$ cat config.mk
export PLATFORM = sky130hd
export DESIGN_NAME = nbit1x4_demux_reg
export DESIGN_NICKNAME = d
export VERILOG_FILES = /design/src/rtl/nbit1x4_demux_reg.sv
export SDC_FILE = /design/constraint.sdc
export NUM_CORES = 1
export LEC_CHECK = 0
export CAP_MARGIN = 30
export CORE_ASPECT_RATIO = 1.1
export CORE_MARGIN = 10
export CORE_UTILIZATION = 44
export CTS_BUF_LIST = sky130_fd_sc_hd__clkbuf_8
export DETAILED_ROUTE_END_ITERATION = 8
export GPL_TIMING_DRIVEN = 1
export PLACE_DENSITY_LB_ADDON = 0.1
export SETUP_SLACK_MARGIN = 0.1
export SYNTH_ARGS = -nofsm -noshare
export SYNTH_HDL_FRONTEND = slang
export SYNTH_SLANG_ARGS = --single-unit
$ cat constraint.sdc
create_clock -name clk -period 2.77 [get_ports clk]
set_input_delay 0.554 -clock clk [delete_from_list [all_inputs] [get_ports clk]]
set_output_delay 0.554 -clock clk [all_outputs]
set_load 0.1 [all_outputs]
$ cat src/rtl/nbit1x4_demux_reg.sv
`default_nettype none
// ============================================================================
//  Module   : nbit1x4_demux_reg
//  Purpose  : Registered n-bit 1-to-4 demultiplexer with valid/ready
//             handshaking. One input word is steered to one of four output
//             channels by S. Each channel owns a one-entry holding register,
//             so a stalled consumer only blocks traffic addressed to itself.
//  Config   : `define DEMUX_DLV_CNT_EN adds one delivery counter per channel
//             (CNT_W bits, wrapping). Without it, dlv_cnt is tied to zero and
//             no counter flops exist.
//  Revision : 1.0  initial release
// ============================================================================
module nbit1x4_demux_reg #(
    parameter int n     = 8,
    parameter int CNT_W = 8
) (
    input  logic               clk,
    input  logic               rst,
    input  logic [n-1:0]       D,
    input  logic [1:0]         S,
    input  logic               in_valid,
    output logic               in_ready,
    output logic [n-1:0]       Y0,
    output logic [n-1:0]       Y1,
    output logic [n-1:0]       Y2,
    output logic [n-1:0]       Y3,
    output logic [3:0]         out_valid,
    input  logic [3:0]         out_ready,
    output logic [4*CNT_W-1:0] dlv_cnt
);

    // Per-channel holding registers; unpacked so each channel's flops have
    // exactly one driving process.
    logic [n-1:0] r_y     [4];
    logic         r_valid [4];

    logic         w_accept;
    logic [3:0]   w_load;
    logic [3:0]   w_deliver;

    // A channel can take a word when empty, or when its current word leaves
    // on the same edge (full-throughput pass-through).
    assign in_ready = ~r_valid[S] | out_ready[S];
    assign w_accept = in_valid & in_ready;

    // One-hot load strobe for the selected channel and per-channel deliver.
    always_comb begin
        w_load = 4'b0000;
        if (w_accept) begin
            w_load[S] = 1'b1;
        end
        for (int k = 0; k < 4; k++) begin
            w_deliver[k] = r_valid[k] & out_ready[k];
        end
    end

    for (genvar k = 0; k < 4; k++) begin : g_ch
        // Channel k: load wins over deliver so a simultaneous pair keeps the
        // channel full; a lone deliver empties it and leaves the data alone.
        always_ff @(posedge clk or posedge rst) begin
            if (rst) begin
                r_y[k]     <= '0;
                r_valid[k] <= 1'b0;
            end else if (w_load[k]) begin
                r_y[k]     <= D;
                r_valid[k] <= 1'b1;
            end else if (w_deliver[k]) begin
                r_valid[k] <= 1'b0;
            end
        end
    end

    assign Y0        = r_y[0];
    assign Y1        = r_y[1];
    assign Y2        = r_y[2];
    assign Y3        = r_y[3];
    assign out_valid = {r_valid[3], r_valid[2], r_valid[1], r_valid[0]};

`ifdef DEMUX_DLV_CNT_EN
    logic [CNT_W-1:0] r_cnt [4];

    for (genvar k = 0; k < 4; k++) begin : g_cnt
        // Count words handed to consumer k; natural wrap at 2^CNT_W.
        always_ff @(posedge clk or posedge rst) begin
            if (rst) begin
                r_cnt[k] <= '0;
            end else if (w_deliver[k]) begin
                r_cnt[k] <= r_cnt[k] + 1'b1;
            end
        end
        assign dlv_cnt[k*CNT_W +: CNT_W] = r_cnt[k];
    end
`else
    assign dlv_cnt = '0;
`endif

endmodule
`default_nettype wire

Word-level counts from Yosys, hierarchy flattened --
Cells that the tools add are included.
Word-level totals: output and inout bits 69, register bits 36, logic and storage cells 40, input bits 17
Cells by class: mux-type cells 16, bitwise operators 8, reduce and logical (&&, ||, !) cells 5, $lt $le $gt $ge 3
Operators with widths (count):
- 1-bit 2-to-1 mux | 12
- 2-bit nonzero test | 4
- 1-bit AND | 5
- 1-bit binary-select mux with 2-bit select | 2
- 4-bit 2-to-1 mux | 1
- 3-bit >= comparator (second input constant) | 1
- 2-bit by 3-bit less-than comparator with 1-bit output (second input constant) | 1
- 2-bit inverter with 3-bit output | 1
- 1-bit demux with 2-bit select | 1
- 2-bit by 1-bit >= comparator with 1-bit output (second input constant) | 1
- 1-bit logical AND | 1
- 1-bit inverter | 1
- 1-bit bitwise OR | 1

Depth between registers and ports, before layout --
depth in word-level cells 9, gate-level depth with buffers 4, gate-level depth less buffers 3

Least setup slack after synthesis --
OpenSTA, ideal clock, no wires.
path kind register to output, start register r_valid (netlist bit out_valid[0]), end output port in_ready, stages on the path, launching flop included 3, data required time 2216 ps, data arrival time 1870 ps, buffers on the path 0, setup slack 346 ps, path through dfrtp_1 nand2b_1 mux4_2
Between the ends: cells in the longest elaborated chain, start to end 5
RTL lines:
- start, declared | line 35 | logic r_valid [4];
- start signal, assigned by index | line 63 | r_valid[k] <= 1'b0;
- start signal, assigned by index | line 66 | r_valid[k] <= 1'b1;
- start signal, assigned by index | line 68 | r_valid[k] <= 1'b0;
- 1-bit binary-select mux with 2-bit select | line 43 | assign in_ready = ~r_valid[S] | out_ready[S];
- 1-bit 2-to-1 mux (not written as such) (2 in a row) | line 43
- 1-bit inverter | line 43
- 1-bit bitwise OR | line 43
- end, declared | line 22 | output logic in_ready,
Every way passes these cells. The select of a mux whose other input is x is not followed.

Worst setup path after layout --
start input port S[1], end output port in_ready
Between the ends: cells in the longest elaborated chain, start to end 6
RTL lines:
- start, declared | line 20 | input logic [1:0] S,
- 2-bit inverter with 3-bit output (not written as such) | line 43
- 1-bit binary-select mux with 2-bit select | line 43
- 1-bit 2-to-1 mux (not written as such) (2 in a row) | line 43
- 1-bit inverter | line 43
- 1-bit bitwise OR (*) | line 43
Mark *: on every way between the ends. The rest lies on a longest branch, timed or not. The select of a mux whose other input is x is not followed.

==> summary.txt <==
Status
  • Status: complete, no violations

Placed design
  • # port buffers: 53
  • Gp weighted congestion: 0.761
  • Dpl hpwl: 3050 µm
  • DP Worst Slack: 0.354 ns

Worst setup path
  • Crit path DAT: 1.85 ns
  • Crit path from: S[1]
  • Crit path max fanout: 4
  • CP Launch Type: primary input
  • Reg-to-reg startpoint: out_valid[2]$_DFFE_PP0P_
  • WP data required: 2.22 ns
  • WS Path Type: primary input to output port
  • R2R cell count: 3
  • Crit. End Element: output port

Clock tree
  • # H-tree levels: 2
  • Worst-Skew Late Latency: 0.28 ns
  • CTS root buffer: clkbuf_8
  • Max clock buf depth: 2
  • Hold_buf cts: 0
  • Clock net sink count: 36
  • TritonCTS Buffers: 5
  • Clk slew on worst S/H paths: 0.07 ns
  • Post-CTS setup buffer count: 0
  • Resize count post-CTS: 0
  • CTS tree: built

STA
  • Hold Vio Cnt, Final: 0
  • Final worst setup slack: 0.363 ns
  • Final setup violation count: 0
  • Period minus WS final: 2.41 ns
  • Final period util: 86.9%
  • Clock Skews: 0.00243 ns
  • Fmax: 0.415 GHz
  • Worst-margin pin slew: 0.606 ns
  • Final TNS setup: 0 ns
  • RSZ-0062 raised after global routing: no
  • Relative slew slack: 59.6%
  • Final hold slack: 0.513 ns
  • Max-slew violation count: 0

Global routing
  • Initial antenna violation count: 0
  • Vias in the first global route: 1208
  • Total GRT Usage: 12.0%
  • Total global routing overflow: 0
  • First-pass GRT wire length: 6200 µm
  • Maximum number of pins on one net before global-route repair: 23

Power and ir drop
  • Pleak: 1.04 nW
  • Combinational power share: 55.1%
  • Peak supply drop: 637 µV
  • Switch share: 54.6%
  • PwrDens: 1120 nW/µm²
  • Clk pwr share: 16.3%
  • Psw: 0.00131 W
  • Pint: 0.00109 W
  • Sequential share of power: 28.6%

Logic synthesis
  • Synth Area in XOR/XNOR: 0%
  • Adder-cell share of the synthesized area: 0%
  • Mux share of post-synthesis cell area: 23.3%
  • Seq cells post-synth: 36
  • Post-synth top cells: dfrtp_1, buf_4, mux2_2, nand2_1, nand2b_1
  • Top FF cell, synth: dfrtp_1
  • Avg Inst Size Synth: 13.6 µm²
  • Cells after Synth: 121
  • Seq/Total Area, Yosys: 54.8%
  • Dominant cell type by area after synthesis: dfrtp_1
  • Post-synth ARST share: 100%
  • Main combinational cell family by area after synthesis: multiplexers
  • Most common cell in the netlist: dfrtp_1
  • Netlist cell types: 15
  • Post-Syn Area: 1640 µm²
  • Dominant cells by area after synthesis: dfrtp_1, mux2_2, buf_4
  • Synth Area in Simple Gates: 5.94%
  • EDFF count, synth: 0
  • Yosys top cell area share: 54.8%
  • Synthesis Warnings: 0
  • Compound-Gate Fraction of Synth Area: 0.304%

Floorplanning
  • Ports: 86
  • Die Y: 84.1 µm
  • Initial Util: 45.3%
  • Die area: 6580 µm²
  • Row count: 23
  • Die Span X: 78.3 µm
  • Core area: 3630 µm²

Finish
  • Layout area overhead: 30.6%
  • Layout cell share with drive strength beyond 1: 45.0%
  • ANT cells: 0
  • Final nets: 197
  • Fill count: 333

Min path
  • Hold Path Stages: 1
  • Hold WC Path Type: flop to flop
  • Min-Delay Startpoint: Y2[5]$_DFFE_PP0P_

Route
  • DRC viols: 0
  • Iter 0 DRT Violations: 27
  • Wire length per cell: 17.0 µm
  • Via density: 4.50
  • Pre-Repair DR Iteration Count: 2
  • DR vias: 1034
  • Post-route ant nets: 0
  • Total Wirelength: 3900 µm

Run
  • Max-cap viol count: 0
-- registers in the layout (all words and copies together) (netlist names) --
signal     count
Y0             8
Y1             8
Y2             8
Y3             8
out_valid      4
-- power groups by stage --
stage	sequential (W)	combinational [W]	clock, W
final	0.000688	0.00133	0.000392
after global routing	0.000701	0.00136	0.000428
after CTS	0.000689	0.00133	0.000401
after detailed placement	0.000696	0.00133	0
after global placement	0.000691	0.00133	0
after floorplan	0.00145	0.000349	0
-- worst paths after layout --
kind	to	slack, ns
worst max-delay path	in_ready	0.36
worst min-delay path	Y2[5]$_DFFE_PP0P_	0.51
worst max register to register	Y2[4]$_DFFE_PP0P_	1.23
worst min register to register	Y2[5]$_DFFE_PP0P_	0.51
max in group asynchronous	Y3[3]$_DFFE_PP0P_	1.58
min in group asynchronous	Y1[4]$_DFFE_PP0P_	0.66
-- layout make-up --
class,instances,area (µm²),area share (%)
timing repair buffer,55,478,22.3
clock buffer,7,96.3,4.49
inverter,1,3.75,0.175
multi-input combinational,81,606,28.2
sequential,36,901,42.0
tap,50,62.6,2.91
-- per-stage QoR --
stage | util (%) | total power (W) | area (µm²) | instances
2_1_floorplan | - | 0.00180 | 1760 | 152
3_3_place_gp | 56.6 | 0.00202 | 2050 | 223
3_5_place_dp | 56.6 | 0.00203 | 2050 | 223
4_1_cts | 59.2 | 0.00242 | 2150 | 230
5_1_grt | 59.2 | 0.00249 | 2150 | 230
6_report | 59.2 | 0.00241 | 2150 | 230
-- worst max-delay path: stages --
cell	delay, ns
clkdlybuf4s50_1	0.54
mux4_2	0.56
buf_12	0.19
-- layer usage --
metal  global-route usage [%]  wire length [µm]  share of wire (%)
met1                     11.1              1360                 35
met2                     19.9              1930                 50
met3                     9.27               556                 14
met4                     3.92                48                1.2
met5                        0                 0                  0
-- logic make-up after synthesis --
| group | count (synthesis) |
|---|---|
| buffers and inverters | 35 |
| muxes | 33 |
| and+or+nand+nor | 15 |
| DFF | 36 |
| other | 1 |
| AOI/OAI and AO/OA | 1 |
-- placed cells by master, fill, tap and decap left out --
master,count
inv_1,1
clkdlybuf4s50_1,16
nor3b_4,1
nand3b_2,1
and3_1,1
o21ai_0,1
conb_1,32
nor2b_1,2
mux4_2,1
clkbuf_8,7
nand2b_1,4
nand3_1,1
dfrtp_1,36
nand2_1,5
buf_4,37
mux2_2,32
buf_12,2
Power figures use the tool's default switching activity.
